`config.mk`:
```
export PLATFORM = sky130hd
export DESIGN_NAME = dac_spi_tx
export DESIGN_NICKNAME = d
export VERILOG_FILES = /design/src/rtl/dac_spi_tx.sv
export SDC_FILE = /design/constraint.sdc
export NUM_CORES = 1
export LEC_CHECK = 0
export CELL_PAD_IN_SITES_DETAIL_PLACEMENT = 0
export CELL_PAD_IN_SITES_GLOBAL_PLACEMENT = 2
export CORE_ASPECT_RATIO = 0.75
export CORE_MARGIN = 2
export CORE_UTILIZATION = 30
export DETAILED_ROUTE_END_ITERATION = 8
export GPL_ROUTABILITY_DRIVEN = 0
export PLACE_DENSITY = 0.78
export SLEW_MARGIN = 30
export SYNTH_ARGS = -nofsm -noshare
export SYNTH_HDL_FRONTEND = slang
export SYNTH_SLANG_ARGS = --single-unit
```
`constraint.sdc`:
```
create_clock -name clk -period 2.1 [get_ports clk]
set_input_delay 0.42 -clock clk [delete_from_list [all_inputs] [get_ports clk]]
set_output_delay 0.42 -clock clk [all_outputs]
set_load 0.02 [all_outputs]
```
`src/rtl/dac_spi_tx.sv`:
```
// SPI-mode-0 transmitter for a 12-bit MCP4921-class DAC with a latest-wins sample buffer.
// Define DAC_SPI_TX_LDAC_EN to add an LDAC latch pulse after each frame gap.
module dac_spi_tx #(
   parameter int SCLK_HALF  = 4,
   parameter int CS_GAP     = 4,
   parameter bit BUF_BIT    = 1'b0,
   parameter bit GAIN_N_BIT = 1'b1,
   parameter int LDAC_WIDTH = 2
) (
   input  logic        clk,
   input  logic        rst,
   input  logic [11:0] sample_in,
   input  logic        sample_valid,
   output logic        dac_sclk,
   output logic        dac_mosi,
   output logic        dac_cs_n,
   output logic        dac_ldac_n,
   output logic        busy,
   output logic        frame_done,
   output logic [7:0]  overrun_count
);

   if (SCLK_HALF < 2 || SCLK_HALF > 255) begin : g_bad_half
      $error("SCLK_HALF out of range");
   end
   if (CS_GAP < 1 || CS_GAP > 255) begin : g_bad_gap
      $error("CS_GAP out of range");
   end
   if (LDAC_WIDTH < 1 || LDAC_WIDTH > 255) begin : g_bad_ldac
      $error("LDAC_WIDTH out of range");
   end

   localparam logic [8:0] HALF_LAST = 9'(SCLK_HALF - 1);
   localparam logic [8:0] BIT_LAST  = 9'(2 * SCLK_HALF - 1);
   localparam logic [8:0] GAP_LAST  = 9'(CS_GAP - 1);

`ifdef DAC_SPI_TX_LDAC_EN
   localparam logic [8:0] LDAC_LAST = 9'(LDAC_WIDTH - 1);
   typedef enum logic [2:0] {S_IDLE, S_SETUP, S_SHIFT, S_HOLD, S_GAP, S_LDAC} state_t;
`else
   typedef enum logic [2:0] {S_IDLE, S_SETUP, S_SHIFT, S_HOLD, S_GAP} state_t;
`endif

   state_t      state_q, state_d;
   logic [8:0]  cnt_q, cnt_d;
   logic [3:0]  bit_cnt_q, bit_cnt_d;
   logic [14:0] shreg_q, shreg_d;
   logic        pend_full_q, pend_full_d;
   logic [11:0] pend_data_q, pend_data_d;
   logic [7:0]  ovf_q, ovf_d;
   logic        sclk_q, sclk_d;
   logic        mosi_q, mosi_d;
   logic        cs_n_q, cs_n_d;
   logic        busy_q, busy_d;
   logic        done_q, done_d;
   logic        ldac_n_q, ldac_n_d;
   logic        consume;
   logic [15:0] word;

   assign word    = {1'b0, BUF_BIT, GAIN_N_BIT, 1'b1, pend_data_q};
   assign consume = (state_q == S_IDLE) && pend_full_q;

   always_comb begin
      state_d   = state_q;
      cnt_d     = cnt_q;
      bit_cnt_d = bit_cnt_q;
      shreg_d   = shreg_q;
      sclk_d    = sclk_q;
      mosi_d    = mosi_q;
      cs_n_d    = cs_n_q;
      done_d    = 1'b0;
      ldac_n_d  = ldac_n_q;
      case (state_q)
         S_IDLE: begin
            if (pend_full_q) begin
               shreg_d = word[14:0];
               mosi_d  = word[15];
               cs_n_d  = 1'b0;
               cnt_d   = '0;
               state_d = S_SETUP;
            end
         end
         S_SETUP: begin
            cnt_d = cnt_q + 9'd1;
            if (cnt_q == HALF_LAST) begin
               cnt_d     = '0;
               bit_cnt_d = '0;
               sclk_d    = 1'b1;
               state_d   = S_SHIFT;
            end
         end
         S_SHIFT: begin
            cnt_d = cnt_q + 9'd1;
            if (cnt_q == HALF_LAST) begin
               sclk_d = 1'b0;
               // bit0 stays on the line through HOLD
               if (bit_cnt_q != 4'd15) begin
                  mosi_d  = shreg_q[14];
                  shreg_d = {shreg_q[13:0], 1'b0};
               end
            end
            if (cnt_q == BIT_LAST) begin
               cnt_d = '0;
               if (bit_cnt_q == 4'd15) begin
                  state_d = S_HOLD;
               end else begin
                  sclk_d    = 1'b1;
                  bit_cnt_d = bit_cnt_q + 4'd1;
               end
            end
         end
         S_HOLD: begin
            cnt_d = cnt_q + 9'd1;
            if (cnt_q == HALF_LAST) begin
               cnt_d   = '0;
               cs_n_d  = 1'b1;
               done_d  = 1'b1;
               state_d = S_GAP;
            end
         end
         S_GAP: begin
            cnt_d = cnt_q + 9'd1;
            if (cnt_q == GAP_LAST) begin
               cnt_d = '0;
`ifdef DAC_SPI_TX_LDAC_EN
               ldac_n_d = 1'b0;
               state_d  = S_LDAC;
`else
               state_d  = S_IDLE;
`endif
            end
         end
`ifdef DAC_SPI_TX_LDAC_EN
         S_LDAC: begin
            cnt_d = cnt_q + 9'd1;
            if (cnt_q == LDAC_LAST) begin
               cnt_d    = '0;
               ldac_n_d = 1'b1;
               state_d  = S_IDLE;
            end
         end
`endif
         default: state_d = S_IDLE;
      endcase
      busy_d = (state_d != S_IDLE);
   end

   // Latest-wins buffer: a write in the consume cycle refills it without loss.
   always_comb begin
      pend_full_d = pend_full_q;
      pend_data_d = pend_data_q;
      ovf_d       = ovf_q;
      if (sample_valid) begin
         pend_full_d = 1'b1;
         pend_data_d = sample_in;
         if (pend_full_q && !consume && ovf_q != 8'hFF) ovf_d = ovf_q + 8'd1;
      end else if (consume) begin
         pend_full_d = 1'b0;
      end
   end

   always_ff @(posedge clk) begin
      if (rst) begin
         state_q     <= S_IDLE;
         cnt_q       <= '0;
         bit_cnt_q   <= '0;
         shreg_q     <= '0;
         pend_full_q <= 1'b0;
         pend_data_q <= '0;
         ovf_q       <= '0;
         sclk_q      <= 1'b0;
         mosi_q      <= 1'b0;
         cs_n_q      <= 1'b1;
         busy_q      <= 1'b0;
         done_q      <= 1'b0;
         ldac_n_q    <= 1'b1;
      end else begin
         state_q     <= state_d;
         cnt_q       <= cnt_d;
         bit_cnt_q   <= bit_cnt_d;
         shreg_q     <= shreg_d;
         pend_full_q <= pend_full_d;
         pend_data_q <= pend_data_d;
         ovf_q       <= ovf_d;
         sclk_q      <= sclk_d;
         mosi_q      <= mosi_d;
         cs_n_q      <= cs_n_d;
         busy_q      <= busy_d;
         done_q      <= done_d;
         ldac_n_q    <= ldac_n_d;
      end
   end

   assign dac_sclk      = sclk_q;
   assign dac_mosi      = mosi_q;
   assign dac_cs_n      = cs_n_q;
   assign busy          = busy_q;
   assign frame_done    = done_q;
   assign overrun_count = ovf_q;

`ifdef DAC_SPI_TX_LDAC_EN
   assign dac_ldac_n = ldac_n_q;
`else
   // Without LDAC the DAC updates on the CS rise, so the pin is held low.
   assign dac_ldac_n = 1'b0;
`endif

endmodule

```
==> run_results.csv, run 1 <==
group,metric,value,unit
status,outcome,"complete, no violations",
global_route,grt_pass1_wl,10300,um
sta,slew_violations,0,
synthesis,yosys_warnings,0,
critical_path,crit_chain,"nor4_4 -> buf_4 -> o211ai_2 -> or4_1 -> a21oi_1",
place,dp_hpwl,4190,um
route,drt-total-wl,6220,um
route,route.detailed.drc,0,
floorplan,fp-row-count,30,
clock_network,numCtsBuffers,9,
critical_path,worst_path_max_delay_cell,"or4_1",
finish,fill_cells,938,
finish,multi_input_area,1500,um2
pwr,ir_drop,0.000386,V
finish,syn_to_final_growth,28.4,%
route,drtIter0Drc,114,
global_route,grt_max_degree,30,
synthesis,yosysUniqueCellTypes,55,
sta,tns,0,ns
global_route,gr-total-overflow,0,
route,wl_per_cell,13.0,um
synthesis,yosysSeqAreaShare,0.407,
finish,regArea,1140,um2
critical_path,cp_num_buf_inv,1,
clock_network,post_cts_buffers,0,
global_route,grt_antenna_before_repair,0,
sta,fin_crit_sh,0.919,
critical_path,slowest_delay,0.54,ns
sta,tightestPinTransition,0.588,ns
pwr,p_leak,1.34,nW
synthesis,syn_inst,309,
sta,maxSlewHeadroom,0.607,
synthesis,synth.net_count,327,
synthesis,synth-edff-count,0,
floorplan,die_h,87.7,um
floorplan,die_w,116,um
clock_network,tritoncts,"done",
global_route,grt_pass1_vias,2125,
clock_network,cts-root-buf,"clkbuf_16",
floorplan,core-area,9080,um2
synthesis,synthArstFlopShare,0,
floorplan,initial_core_util,0.309,
synthesis,syn_area,2810,um2
critical_path,required,2.35,ns
critical_path,endpoint_kind,"flop",
pwr,pwr_density_cell,800,nW/um2
clock_network,clkTransAtPathRegs,0.05,ns
clock_network,clock_latency,0.32,ns
sta,fmax,0.518,GHz
floorplan,pin_count,29,
route,vias,2284,
critical_path,critPathKind,"reg -> reg",
critical_path,startpoint_type,"flop",
finish,drive_above_1_share,0.149,
finish,diodes,0,
place,portBuffers,27,
job,cap_violations,0,
clock_network,holdBufCountCts,0,
finish,stdcell_area,3600,um2
sta,min_period,1.93,ns
floorplan,die_area,10100,um2
place,placed_cell_area,3270,um2
clock_network,cts_resized,0,
finish,nNetsFinal,363,
synthesis,yosysTopAreaCellShare,0.407,
critical_path,crit_fanout,9,
sta,rsz0062_at_grt,"false",
min_path,hold_class,"reg -> reg",
sta,setup_viol,0,
sta,hold_ws,0.464,ns
sta,skew,0.00709,ns
synthesis,synthTopCellsByArea,"dfxtp_1, mux2i_1, a21oi_1, nor2_1, or3_1",
route,firstDrtPassIters,4,
synthesis,synth_area_per_cell,9.08,um2
route,via_per_inst,4.78,
sta,finalHoldViolCount,0,
clock_network,htree_levels,3,
critical_path,arrival,2.18,ns
synthesis,synth_top_flop_cell,"dfxtp_1",
synthesis,synth_seq_cells,57,
route,final_antenna_net_count,0,
clock_network,cts.sinks,57,
clock_network,clockBufferDepth,2,
critical_path,critPathTopFamily,"simple AND/OR/NAND/NOR gates",
synthesis,yosysTopAreaCell,"dfxtp_1",
global_route,grt_usage,0.130,
==> worst register-to-register path: cells and delay by family, from the launching register on <==
family | cells | cell delay (ns)
AOI/OAI and AO/OA | 2 | 0.34
buffers and inverters | 1 | 0.21
DFF | 1 | 0.37
and+or+nand+nor | 2 | 0.93
==> flip-flops by register name (all words and copies together) (netlist names) <==
signal and cells:
bit_cnt_q 4, busy 1, cnt_q 9, dac_cs_n 1
dac_mosi 1, dac_sclk 1, frame_done 1, overrun_count 8
pend_data_q 12, pend_full_q 1, shreg_q 15, state_q 3
==> routing by layer <==
layer / track usage / up-vias / routed length, um
met5: 0 / - / 0
met4: 0.0530 / 0 / 100
met3: 0.0436 / 8 / 278
met2: 0.189 / 53 / 2550
met1: 0.178 / 1030 / 3290
li1: - / 1193 / -
==> cell usage after synthesis (6+ instances only) <==
library cell,number
dfxtp_1,57
nor2_1,36
a21oi_1,27
mux2i_1,25
o21ai_0,17
or3_1,17
nand2_1,10
nand3_1,9
xnor2_1,9
clkbuf_1,7
o21ai_1,7
or4_1,7
inv_1,6
nor3_1,6
==> cells in the final DEF, fill, tap and decap left out, types with 2 or more instances in the layout <==
cell type        Yosys  final
nor4_1               3      3
bufinv_16            0      2
buf_12               0      3
or2_2                2      2
o21a_1               2      2
nor2_1              36     36
buf_4                3     18
a211oi_1             2      2
xnor2_1              9      9
nand2_1             10     10
a21oi_1             27     27
nand3_1              9      9
clkdlybuf4s50_1      0     27
o21ai_1              7      7
o21ai_0             17     17
clkinv_2             0      3
o31ai_1              4      4
or4_1                7      7
xor2_1               2      2
nor4b_1              2      2
clkbuf_16            0      9
or3_1               17     17
or3b_2               2      2
nor3_1               6      6
dfxtp_1             57     57
inv_1                6      6
nand2b_1             3      3
nor4b_4              2      2
nand4_1              2      2
mux2i_1             25     24
ha_1                 3      3
==> per-stage QoR <==
step | setup WS [ns] | power, mW | cells | util
global placement | 0.0742 | 1.37 | 460 | 0.360
finish | 0.170 | 2.88 | 478 | 0.397
CTS | 0.119 | 2.91 | 476 | 0.394
global route | 0.0715 | 2.99 | 478 | 0.397
floorplan | 0.284 | 1.29 | 309 | -
detailed placement | 0.143 | 1.37 | 460 | 0.360
==> cell type report <==
cell class	count	share of cell area
timing repair buffer	48	0.129
clock buffer	10	0.0636
clock inverter	6	0.0229
multi-input combinational	223	0.417
sequential	57	0.317
tap	128	0.0445
inverter	6	0.00625
==> path summary, 6_finish.rpt <==
path / startpoint / end / slack [ns] / cells after the start
worst max-delay path: cnt_q[3] / bit_cnt_q[3] / 0.17 / 5
worst min register to register: pend_data_q[0] / shreg_q[0] / 0.46 / 2
worst min-delay path: pend_data_q[0] / shreg_q[0] / 0.46 / 2
worst max register to register: cnt_q[3] / bit_cnt_q[3] / 0.17 / 5
==> power breakdown <==
group	leakage (nW)	internal, mW	switching [mW]
combinational	0.724	0.109	0.114
clock	0.152	1.03	0.500
sequential	0.463	1.11	0.0177
==> kinds of logic after synthesis <==
group | share of synthesized area
and+or+nand+nor | 0.230
xor gates and xnor gates | 0.0343
adders and majority gates | 0.0134
other | 0.00134
buffers and inverters | 0.0620
muxes | 0.0892
AOI/OAI and AO/OA | 0.163
DFF | 0.407
Note: power is estimated with default switching activity, not from simulation.
==> run 2: changes to the inputs <==
--- a/config.mk
+++ b/config.mk
@@ -7,7 +7,7 @@
 export LEC_CHECK = 0
 export CELL_PAD_IN_SITES_DETAIL_PLACEMENT = 0
 export CELL_PAD_IN_SITES_GLOBAL_PLACEMENT = 2
-export CORE_ASPECT_RATIO = 0.75
+export CORE_ASPECT_RATIO = 1.4
 export CORE_MARGIN = 2
 export CORE_UTILIZATION = 30
 export DETAILED_ROUTE_END_ITERATION = 8
==> run 2 against run 1 <==
Against the previous run: design area decreased by 2.4%; setup slack improved by 0.032 ns; die area about the same; core utilization decreased by 0.95 points; sequential share of layout area increased by 0.79 points.
==> run_results.csv, run 2 (synthesis gave the netlist of run 1 again) <==
group,metric,value,unit
critical_path,arrival,2.16,ns
clock_network,post_cts_buffers,0,
finish,diodes,0,
finish,largest_reg_flops,15,
critical_path,rr_worst_depth,5,
route,route.detailed.drc,0,
floorplan,pin_count,29,
clock_network,tritoncts,"done",
global_route,gr-total-overflow,0,
route,via_per_inst,5.05,
critical_path,worstReg2RegEnd,"dac_mosi",
finish,regArea,1140,um2
sta,fmax,0.527,GHz
min_path,hold_path_end,"shreg_q[0]",
finish,syn_to_final_growth,25.3,%
job,cap_violations,0,
min_path,hold_class,"reg -> reg",
place,dp_hpwl,4380,um
sta,tns,0,ns
status,outcome,"complete, no violations",
floorplan,die_h,118,um
floorplan,die_w,85.7,um
pwr,switching_share,0.222,
global_route,grt_usage,0.131,
sta,fin_crit_sh,0.904,
sta,slew_violations,0,
route,drt-total-wl,6120,um
route,wl_per_cell,13.4,um
finish,multi_input_area,1490,um2
finish,fin_cells,457,
clock_network,clock_latency,0.33,ns
clock_network,cts.sinks,57,
clock_network,clkTransAtPathRegs,0.05,ns
clock_network,htree_levels,3,
sta,min_period,1.90,ns
finish,largest_registers,"shreg_q x15, pend_data_q x12, cnt_q x9",
pwr,pwr_density_cell,792,nW/um2
sta,rsz0062_at_grt,"false",
floorplan,initial_core_util,0.309,
sta,skew,0.00773,ns
critical_path,crit_fanout,19,
clock_network,cts_resized,0,
sta,maxSlewHeadroom,0.517,
floorplan,core-area,9080,um2
critical_path,r2r_start,"state_q[1]",
floorplan,die_area,10200,um2
sta,finalHoldViolCount,0,
critical_path,reg2reg_slack,0.20,ns
critical_path,required,2.36,ns
finish,regMostFlops,"shreg_q",
global_route,grt_antenna_before_repair,0,
global_route,grt_pass1_vias,2255,
sta,setup_viol,0,
sta,tightestPinTransition,0.714,ns
place,dp_cells,441,
pwr,combPwrFrac,0.078,
finish,layout_commonest_cell,"dfxtp_1",
finish,layout_common_cells,"dfxtp_1, nor2_1, a21oi_1, clkdlybuf4s50_1, mux2i_1",
clock_network,clockBufferDepth,2,
pwr,clkPwrFrac,0.517,
critical_path,startpoint_type,"flop",
floorplan,fp-row-count,41,
pwr,p_sw,0.618,mW
global_route,grt_pass1_wl,10700,um
route,firstDrtPassIters,5,
clock_network,cts-root-buf,"clkbuf_16",
finish,fill_cells,902,
finish,nNetsFinal,363,
route,vias,2307,
clock_network,numCtsBuffers,9,
critical_path,endpoint_kind,"flop",
route,drtIter0Drc,116,
pwr,internal_power,2.16,mW
pwr,seq_power_share,0.406,
clock_network,holdBufCountCts,0,
pwr,p_leak,1.31,nW
min_path,hold_depth,2,
route,final_antenna_net_count,0,
pwr,ir_drop,0.000436,V
finish,drive_above_1_share,0.143,
place,portBuffers,27,
min_path,hold_start,"pend_data_q[0]",
global_route,grt_max_degree,30,
critical_path,critPathKind,"reg -> reg",
[run 2: cell type report]
type / count / area share
clock buffer: 12 / 0.0701
inverter: 6 / 0.00641
sequential: 57 / 0.325
timing repair buffer: 48 / 0.122
clock inverter: 4 / 0.0150
multi-input combinational: 223 / 0.424
tap: 107 / 0.0381
[run 2: routing by layer]
| metal | routed length [um] | share of wire | global-route usage |
|---|---|---|---|
| met4 | 111 | 0.018 | 0.0565 |
| met3 | 173 | 0.028 | 0.0314 |
| met5 | 0 | 0 | 0 |
| met1 | 2680 | 0.44 | 0.154 |
| met2 | 3160 | 0.52 | 0.225 |
[run 2: worst max-delay path by stage]
| stage | depth (start not counted) | to | start |
|---|---|---|---|
| after floorplan | 7 | dac_mosi | state_q[2] |
| after global placement | 5 | overrun_count[5] | sample_valid |
| after detailed placement | 5 | overrun_count[5] | sample_valid |
| after CTS | 5 | shreg_q[14] | state_q[1] |
| after global routing | 5 | shreg_q[14] | state_q[1] |
| final | 5 | dac_mosi | state_q[1] |
[run 2: critical path, cell delays in order, from the launching register on]
cell and delay [ns]:
dfxtp_1 0.40, or3b_1 0.48, mux2i_1 0.18, buf_4 0.22, or4_1 0.46, o21ai_1 0.08
[run 2: power by group through the flow]
stage | sequential (mW) | clock, mW | combinational [mW]
after global routing | 1.13 | 1.52 | 0.241
final | 1.13 | 1.44 | 0.216
after CTS | 1.13 | 1.48 | 0.220
after floorplan | 1.15 | 0 | 0.137
after global placement | 1.15 | 0 | 0.218
after detailed placement | 1.15 | 0 | 0.219
[run 2: stage by stage]
| step | setup WS, ns | instance area [um2] | utilization | power (mW) | hold slack [ns] |
|---|---|---|---|---|---|
| floorplan | 0.284 | 2810 | - | 1.29 | 0.431 |
| global placement | 0.0844 | 3220 | 0.354 | 1.37 | 0.455 |
| detailed placement | 0.0589 | 3220 | 0.354 | 1.37 | 0.453 |
| CTS | 0.187 | 3510 | 0.387 | 2.83 | 0.459 |
| global route | 0.0707 | 3510 | 0.387 | 2.89 | 0.495 |
| finish | 0.202 | 3510 | 0.387 | 2.78 | 0.456 |
==> run 3: changes to the inputs <==
--- a/config.mk
+++ b/config.mk
@@ -10,6 +10,7 @@
 export CORE_ASPECT_RATIO = 1.4
 export CORE_MARGIN = 2
 export CORE_UTILIZATION = 30
+export CTS_CLUSTER_SIZE = 14
 export DETAILED_ROUTE_END_ITERATION = 8
 export GPL_ROUTABILITY_DRIVEN = 0
 export PLACE_DENSITY = 0.78
==> results of run 3 <==
The final DEF is identical to that of run 2; final timing and power are the same.
